## src/rtl/chroni_vram_pkg.sv

```systemverilog
// Shared types and constants for the chroni VRAM arbiter.
//
// Contents:
//   arb_state_t  - arbiter FSM state encoding
//   PORT_VID/CPU - requester ids carried through the read-latency pipe
//   DEF_ADDR_W / DEF_DATA_W - default VRAM geometry (matches chroni addr_out)
package chroni_vram_pkg;

    localparam int DEF_ADDR_W = 13;
    localparam int DEF_DATA_W = 8;

    localparam logic PORT_VID = 1'b0;
    localparam logic PORT_CPU = 1'b1;

    typedef enum logic [1:0] {
        ARB_IDLE  = 2'd0,
        ARB_ISSUE = 2'd1,
        ARB_WAIT  = 2'd2,
        ARB_ACK   = 2'd3
    } arb_state_t;

endpackage

```

## src/rtl/chroni_vram_lat_pipe.sv

```systemverilog
// Read-latency tracker for the VRAM arbiter.
//
// A DEPTH-deep shift register of (valid, port id). A read is pushed on the
// edge that ends its ISSUE cycle; it reaches the last stage exactly in the
// cycle where VRAM read data is valid, so that stage is the capture strobe.
//
// Ports:
//   sys_clk, reset_n  - clock, asynchronous active-low reset
//   push, push_port   - enqueue a read for the given requester
//   near_valid        - the read will be in the capture stage next cycle
//   cap_valid         - capture mem_rd_data at the coming edge
//   cap_port          - requester that owns the captured data
module chroni_vram_lat_pipe #(
    parameter int DEPTH = 2
) (
    input  logic sys_clk,
    input  logic reset_n,
    input  logic push,
    input  logic push_port,
    output logic near_valid,
    output logic cap_valid,
    output logic cap_port
);

    logic [DEPTH-1:0] vld;
    logic [DEPTH-1:0] pid;

    always_ff @(posedge sys_clk or negedge reset_n) begin
        if (!reset_n) begin
            vld <= '0;
            pid <= '0;
        end else begin
            vld[0] <= push;
            pid[0] <= push_port;
            for (int i = 1; i < DEPTH; i++) begin
                vld[i] <= vld[i-1];
                pid[i] <= pid[i-1];
            end
        end
    end

    assign cap_valid = vld[DEPTH-1];
    assign cap_port  = pid[DEPTH-1];

    // With a single stage there is no "one cycle before capture" stage; the
    // arbiter goes straight from ISSUE to ACK in that case.
    generate
        if (DEPTH > 1) begin : g_near
            assign near_valid = vld[DEPTH-2];
        end else begin : g_no_near
            assign near_valid = 1'b0;
        end
    endgenerate

endmodule

```

## src/rtl/chroni_vram_arbiter.sv

```systemverilog
// Single-port VRAM arbiter in front of the chroni video fetcher.
//
// Video reads have strict priority over CPU reads/writes. One access is in
// flight at a time: IDLE (arbitrate) -> ISSUE (one-cycle strobe) -> for reads
// WAIT/ACK while the latency pipe runs -> IDLE. Acks are registered pulses.
// A per-port block flag, set at ack and cleared once that port's request is
// seen low, stops a still-high request from being served twice.
//
// Optional build macro: CHRONI_VRAM_ARB_STARVE_GUARD_EN
//   When defined, after CPU_STARVE_LIMIT video grants made while the CPU was
//   eligible, the CPU wins the next contested arbitration.
//
// Ports:
//   sys_clk, reset_n                      - clock, async active-low reset
//   vid_addr, vid_rd_req                  - video read request
//   vid_rd_ack, vid_data                  - video ack pulse, held read data
//   cpu_addr, cpu_req, cpu_we, cpu_wr_data - CPU request
//   cpu_ack, cpu_rd_data                  - CPU ack pulse, held read data
//   mem_addr, mem_rd_en, mem_wr_en, mem_wr_data, mem_rd_data - VRAM side
//   busy                                  - arbiter not IDLE
module chroni_vram_arbiter
    import chroni_vram_pkg::*;
#(
    parameter int ADDR_W           = DEF_ADDR_W,
    parameter int DATA_W           = DEF_DATA_W,
    parameter int MEM_LATENCY      = 2,
    parameter int CPU_STARVE_LIMIT = 4
) (
    input  logic              sys_clk,
    input  logic              reset_n,
    input  logic [ADDR_W-1:0] vid_addr,
    input  logic              vid_rd_req,
    output logic              vid_rd_ack,
    output logic [DATA_W-1:0] vid_data,
    input  logic [ADDR_W-1:0] cpu_addr,
    input  logic              cpu_req,
    input  logic              cpu_we,
    input  logic [DATA_W-1:0] cpu_wr_data,
    output logic              cpu_ack,
    output logic [DATA_W-1:0] cpu_rd_data,
    output logic [ADDR_W-1:0] mem_addr,
    output logic              mem_rd_en,
    output logic              mem_wr_en,
    output logic [DATA_W-1:0] mem_wr_data,
    input  logic [DATA_W-1:0] mem_rd_data,
    output logic              busy
);

    arb_state_t        state;
    arb_state_t        next_state;
    logic [ADDR_W-1:0] lat_addr;
    logic [DATA_W-1:0] lat_wdata;
    logic              lat_we;
    logic              lat_port;
    logic              vid_blk;
    logic              cpu_blk;
    logic              vid_elig;
    logic              cpu_elig;
    logic              force_cpu;
    logic              grant_vid;
    logic              grant_cpu;
    logic              pipe_push;
    logic              pipe_near;
    logic              cap_valid;
    logic              cap_port;
    logic              ack_vid_next;
    logic              ack_cpu_next;

    assign vid_elig = vid_rd_req & ~vid_blk;
    assign cpu_elig = cpu_req & ~cpu_blk;

`ifdef CHRONI_VRAM_ARB_STARVE_GUARD_EN
    localparam int CNT_W = $clog2(CPU_STARVE_LIMIT + 1);
    localparam logic [CNT_W-1:0] CNT_LIMIT = CNT_W'(CPU_STARVE_LIMIT);
    logic [CNT_W-1:0] starve_cnt;

    assign force_cpu = (starve_cnt == CNT_LIMIT) & vid_elig & cpu_elig;

    always_ff @(posedge sys_clk or negedge reset_n) begin
        if (!reset_n) begin
            starve_cnt <= '0;
        end else if (grant_cpu) begin
            starve_cnt <= '0;
        end else if (grant_vid && cpu_elig && starve_cnt != CNT_LIMIT) begin
            starve_cnt <= starve_cnt + 1'b1;
        end
    end
`else
    assign force_cpu = 1'b0;
`endif

    assign grant_vid = (state == ARB_IDLE) & vid_elig & ~force_cpu;
    assign grant_cpu = (state == ARB_IDLE) & cpu_elig & (~vid_elig | force_cpu);

    // Only reads enter the latency pipe; writes complete at the end of ISSUE.
    assign pipe_push = (state == ARB_ISSUE) & ~lat_we;

    chroni_vram_lat_pipe #(
        .DEPTH(MEM_LATENCY)
    ) u_lat_pipe (
        .sys_clk   (sys_clk),
        .reset_n   (reset_n),
        .push      (pipe_push),
        .push_port (lat_port),
        .near_valid(pipe_near),
        .cap_valid (cap_valid),
        .cap_port  (cap_port)
    );

    assign ack_vid_next = cap_valid & (cap_port == PORT_VID);
    assign ack_cpu_next = (cap_valid & (cap_port == PORT_CPU)) |
                          ((state == ARB_ISSUE) & lat_we);

    // State register
    always_ff @(posedge sys_clk or negedge reset_n) begin
        if (!reset_n) begin
            state <= ARB_IDLE;
        end else begin
            state <= next_state;
        end
    end

    // Next-state logic
    always_comb begin
        next_state = state;
        case (state)
            ARB_IDLE: begin
                if (grant_vid || grant_cpu) next_state = ARB_ISSUE;
            end
            ARB_ISSUE: begin
                if (lat_we)                next_state = ARB_IDLE;
                else if (MEM_LATENCY == 1) next_state = ARB_ACK;
                else                       next_state = ARB_WAIT;
            end
            ARB_WAIT: begin
                if (pipe_near) next_state = ARB_ACK;
            end
            ARB_ACK: begin
                next_state = ARB_IDLE;
            end
            default: next_state = ARB_IDLE;
        endcase
    end

    // Output logic: decoded only from registered state, no input feed-through
    always_comb begin
        mem_rd_en   = (state == ARB_ISSUE) & ~lat_we;
        mem_wr_en   = (state == ARB_ISSUE) & lat_we;
        mem_addr    = lat_addr;
        mem_wr_data = lat_wdata;
        busy        = (state != ARB_IDLE);
    end

    // Grant latch, ack pulses, held read data and block flags
    always_ff @(posedge sys_clk or negedge reset_n) begin
        if (!reset_n) begin
            lat_addr    <= '0;
            lat_wdata   <= '0;
            lat_we      <= 1'b0;
            lat_port    <= PORT_VID;
            vid_rd_ack  <= 1'b0;
            cpu_ack     <= 1'b0;
            vid_data    <= '0;
            cpu_rd_data <= '0;
            vid_blk     <= 1'b0;
            cpu_blk     <= 1'b0;
        end else begin
            if (grant_vid) begin
                lat_addr <= vid_addr;
                lat_we   <= 1'b0;
                lat_port <= PORT_VID;
            end else if (grant_cpu) begin
                lat_addr  <= cpu_addr;
                lat_we    <= cpu_we;
                lat_wdata <= cpu_wr_data;
                lat_port  <= PORT_CPU;
            end

            vid_rd_ack <= ack_vid_next;
            cpu_ack    <= ack_cpu_next;
            if (ack_vid_next) vid_data <= mem_rd_data;
            if (cap_valid && cap_port == PORT_CPU) cpu_rd_data <= mem_rd_data;

            // Setting at ack wins over clearing on a low request.
            if (ack_vid_next)     vid_blk <= 1'b1;
            else if (!vid_rd_req) vid_blk <= 1'b0;
            if (ack_cpu_next)     cpu_blk <= 1'b1;
            else if (!cpu_req)    cpu_blk <= 1'b0;
        end
    end

endmodule
```

## config.mk

```make
export PLATFORM = sky130hd
export DESIGN_NAME = chroni_vram_arbiter
export DESIGN_NICKNAME = d
export VERILOG_FILES = /design/src/rtl/chroni_vram_pkg.sv /design/src/rtl/chroni_vram_lat_pipe.sv /design/src/rtl/chroni_vram_arbiter.sv
export SDC_FILE = /design/constraint.sdc
export NUM_CORES = 1
export LEC_CHECK = 0
export ABC_AREA = 1
export BUFFER_PORTS_ARGS = -buffer_cell sky130_fd_sc_hd__buf_2
export CAP_MARGIN = 20
export CORE_MARGIN = 8
export CORE_UTILIZATION = 47
export DETAILED_ROUTE_END_ITERATION = 7
export GPL_TIMING_DRIVEN = 0
export HOLD_SLACK_MARGIN = 0.03
export MAX_ROUTING_LAYER = met4
export PLACE_DENSITY = 0.75
export SLEW_MARGIN = 30
export SYNTH_ARGS = -nofsm -noshare
export SYNTH_HDL_FRONTEND = slang
export SYNTH_SLANG_ARGS = --single-unit
export TNS_END_PERCENT = 10
```

## constraint.sdc

```tcl
create_clock -name sys_clk -period 1.3 [get_ports sys_clk]
set_input_delay 0.26 -clock sys_clk [delete_from_list [all_inputs] [get_ports sys_clk]]
set_output_delay 0.26 -clock sys_clk [all_outputs]
set_load 0.005 [all_outputs]
```

Word level (Yosys, flattened, before mapping) --
Index checks and enable logic that the tools add are counted.
Storage, ports and cells: register bits 49, latch bits 0, memory bits (writable) 0, bits in read-only memories 0, input bits 47, output and inout port bits 42, word-level logic and storage cells 57, memories 0
Operators by class: $add $sub $neg 0, $mul 0, divide/modulo/power cells 0, $lt $le $gt $ge 0, eq/ne operators 7, shifts and indexed selects 0, muxes and demuxes 14, bitwise gates (word level) 16, reductions and logical operators 7
Operators with widths (count):
- $mux W13 | 2
- $and A1 B1 Y1 | 9
- $mux W1 | 8
- $ne A2 B1 Y1 const B | 4
- $pmux W2 S4 | 1
- $mux W2 | 3
- $not A1 Y1 | 6
- $eq A2 B2 Y1 const B | 2
- $reduce_and A2 Y1 | 2
- $reduce_bool A2 Y1 | 2
- $eq A2 B1 Y1 const B | 1
- $logic_not A2 Y1 | 1
- $logic_and A1 B1 Y1 | 1
- $logic_or A1 B1 Y1 | 1
- $or A1 B1 Y1 | 1

Logic depth before layout (Yosys ltp) --
depth in word-level cells 7, gate-level depth with buffers 9, mapped depth without buffers 7

By module --
Synthesis repeated with hierarchy kept, for this count alone.
Unflattened totals: cell total of the unflattened synthesis 234, area total of the unflattened synthesis 2039.5 sq um
Modules (own cells, without submodules):
- chroni_vram_arbiter | instances 1, cells each 230, area each 1939.4 sq um, seq. area each 1126.1 sq um
- chroni_vram_lat_pipe | instances 1, cells each 4, area each 100.1 sq um, seq. area each 100.1 sq um

Worst setup path before layout --
No wires, ideal clock.
kind reg-to-reg, start point reg state[0], end point reg lat_addr[10], in the netlist mem_addr[10], setup time 116 ps, data arrival time 1074 ps, data required time 1184 ps, slack 109 ps, stages on the path, launching flop included 9, path buffers 2, clock period less this slack 1191 ps, path through dfrtp_1 nor2_4 nand2_1 buf_6 buf_6 nand2_1 nand2_1 nand2_1 nand2_1
Between the ends: longest elaborated chain between the ends 4, elaborated cells between the ends (all ways) 6, classes of those cells mux: 1; bitwise: 3; reduce/logical: 2
RTL lines:
- from (decl) | line chroni_vram_arbiter.sv:49 | arb_state_t state;
- from (signal assigned) | line chroni_vram_arbiter.sv:119 | state <= next_state;
- $logic_not A2 Y1 * | line chroni_vram_arbiter.sv:92, chroni_vram_arbiter.sv:93
- $and A1 B1 Y1 (2 in a row) | line chroni_vram_arbiter.sv:93 | assign grant_cpu = (state == ARB_IDLE) & cpu_elig & (~vid_elig | force_cpu);
- $reduce_bool A2 Y1 (no source line)
- to (signal assigned) | line chroni_vram_arbiter.sv:169 | lat_addr <= vid_addr;
- to (signal assigned) | line chroni_vram_arbiter.sv:173 | lat_addr <= cpu_addr;
- to (decl) | line chroni_vram_arbiter.sv:51 | logic [ADDR_W-1:0] lat_addr;
Every way passes the cells marked *; elsewhere a longest branch is shown, timed or not. A chain may end at the register's enable or synchronous reset.

==> run metrics <==
run status=complete, but fails checks; failing checks=negative setup slack; Mapped Nets=281; vias post-DR=1,819; RSZ-0062 raised after global routing=true; footprint of the multi-input gates=707 um2; sequential share of power=42.7%; RD Place Congestion=0.857; fill count=374; nets=384; Pwr Density=2220 mW/mm2; Residual DRC=0; Critical Path Source Type=flop; CTS tree=yes; register area=0.00123 mm2; Min Hold Slack=0.155 ns; Arr. time, crit path=1.10 ns; critical path's top delay family=flip-flops; 1st-pass router iterations=4; Slew @ Worst Pin=0.597 ns; Synth top area share=59.9%; Post-Syn Area=0.00205 mm2; Max Fclk=733 MHz; Net Sw Power=0.00226 W; vias in the first global route=1,856; DP HPWL=3.72 mm; Yosys cell types=16; Int Pwr=0.00384 W; first-pass GRT wire length=8.38 mm; post-synthesis sequential area ratio=59.9%; die height=82.0 um; Seq cells post-synth=49; CP Cell Sequence=nor2_4 > inv_2 > buf_6; largest cells by area after synthesis=dfrtp_1, nand2_1, nand3_1; met3 routed WL=259 um; Worst setup EP type=output port; Crit-path slowest cell=dfrtp_1; count of final hold-check violations=0; GRT Total Usage=16.6%; WP data required=1.04 ns; die width=82.0 um; Top Metal Used=met4; met2 wire len=2.56 mm; WL met1=2.09 mm; clock network fraction of design power=14.1%; Final Max Slew Viols=0; Final ANT Viol Nets=0; Combinational Power Share=43.2%; Root Buffer=clkbuf_8; Worst Skew=0.00960 ns; Port Buffers=88; period utilisation layout=105%; # setup viols final=13; Setup Crit Path Kind=reg2out; htree depth=2; Crit Path Max Fanout=5; DR vias/cell=4.66; Yosys Warn Count=0; largest net degree at the start of global routing=50; initial antenna violation count=0; CTS Sinks=49; IO Pins=89; CP bufs+invs=2; core area=0.00426 mm2; synthesized area per cell=8.74 um2; minimum clock period=1.36 ns; total gr overflow=0; CTS buffer count=5; final worst slack=-0.0646 ns; Longest Clk Path Bufs=2; WL final=5.02 mm; Iteration-0 DRC Markers=83; Worst VDD drop=1.11 mV; max cap viols=0; Clock transition at path regs=0.09 ns; die area=0.00672 mm2; placed insts=374; share of cells above drive strength 1=37.0%; Wirelength per Cell=12.9 um; Lkg Pwr=1.62 nW; switching fraction of total power=37.0%; clk_lat worst skew=0.30 ns; Slew HR=60.2%; Worst path max stage delay=0.43 ns; non-filler cells, final=390; FP Rows=24; synth-to-layout area growth=34.3%; Antenna Cells=0; cells after synthesis=234; post-synth top area cell=dfrtp_1; initial cell density of the core=48.0%; Worst Hold Class=in2reg
-- power groups by stage --
stage | clock network [W] | registers [W] | logic [W]
global placement | 0 | 0.00260 | 0.00241
global route | 0.000962 | 0.00270 | 0.00304
CTS | 0.000892 | 0.00261 | 0.00261
finish | 0.000862 | 0.00261 | 0.00264
detailed placement | 0 | 0.00262 | 0.00248
floorplan | 0 | 0.00267 | 0.00133
-- logic make-up (layout without fill, tap and decap cells) --
kind of cell / count (synthesis) / count (layout) / share of synthesized area [%]
AO/OA/AOI/OAI: 20 / 20 / 5.14
buffers and inverters: 25 / 129 / 6.48
AND/OR/NAND/NOR: 140 / 140 / 28.4
flip-flops: 49 / 49 / 59.9
-- state kept, by name, summed over array words and instances (netlist names), 2 cells and up, named ones only --
register,cells
vid_data,8
u_lat_pipe.pid,2
u_lat_pipe.vld,2
mem_addr,13
cpu_rd_data,8
mem_wr_data,8
-- cell usage in the layout (no fill, tap or decap), drive strengths merged --
cell         Yosys  routed
clkinv           0       2
buf              9     104
dlygate4sd3      0       1
or2              1       1
nor2             8       8
clkinvlp         0       1
o21bai           1       1
o21ai           18      18
clkbuf           1       6
a21o             1       1
nand2          104     104
nand3           27      27
inv             15      15
dfrtp           49      49
-- cell usage after synthesis (all sizes together) --
cell type,instances
or2,1
clkbuf,1
a21o,1
nand3,27
inv,15
nand2,104
buf,9
o21bai,1
dfrtp,49
o21ai,18
nor2,8
-- metal layers --
layer / GRT usage (%) / up-vias
li1: - / 937
met5: - / -
met2: 27.0 / 44
met1: 19.2 / 829
met3: 3.61 / 9
met4: 7.37 / 0
-- area by class of cell --
cell class / instances / share of cell area, %
inverter: 15 / 2.05
tap: 52 / 2.37
clock buffer: 5 / 2.50
multi-input combinational: 160 / 25.7
clock inverter: 3 / 0.638
timing repair buffer: 96 / 18.9
buffer: 10 / 3.19
sequential: 49 / 44.7
-- path summary, 6_finish.rpt --
| path | to | startpoint | slack [ns] | depth (start not counted) |
|---|---|---|---|---|
| worst max-delay path | busy | flop | -0.06 | 3 |
| worst min-delay path | mem_wr_data[0]$_DFFE_PN0P_ | cpu_wr_data[0] | 0.16 | 3 |
| worst max register to register | mem_addr[8]$_DFFE_PN0P_ | flop | -0.02 | 8 |
| worst min register to register | u_lat_pipe.pid[1]$_DFF_PN0_ | u_lat_pipe.pid[0]$_DFF_PN0_ | 0.37 | 0 |
| max in group asynchronous | state[0]$_DFFE_PN0P_ | reset_n | 0.35 | 2 |
| min in group asynchronous | cpu_rd_data[6]$_DFFE_PN0P_ | reset_n | 0.50 | 2 |
-- timing repair --
action,CTS,global route
gates resized for setup,8,8
hold buffers,1,0
hold endpoints to repair,49,0
setup buffers,3,4
endpoints found under the setup margin,23,31
pin swaps,3,3
-- worst reg2reg max path, delay by kind of cell (launching register included) --
| kind | cells | cell delay, ns |
|---|---|---|
| AND/OR/NAND/NOR | 6 | 0.48 |
| buffers and inverters | 2 | 0.29 |
| flip-flops | 1 | 0.43 |
-- per-stage QoR --
step	instance area, um2	setup slack, ns	utilization, %	total power [W]	setup TNS (ns)
2_1_floorplan	2050	0.109	-	0.00400	0
3_3_place_gp	2550	-0.0281	59.8	0.00501	-0.337
3_5_place_dp	2550	-0.0379	59.9	0.00509	-0.555
4_1_cts	2690	-0.0946	63.1	0.00611	-0.893
5_1_grt	2750	-0.157	64.4	0.00671	-3.01
6_report	2750	-0.0646	64.4	0.00610	-0.275
Note: power is estimated with default switching activity, not from simulation.
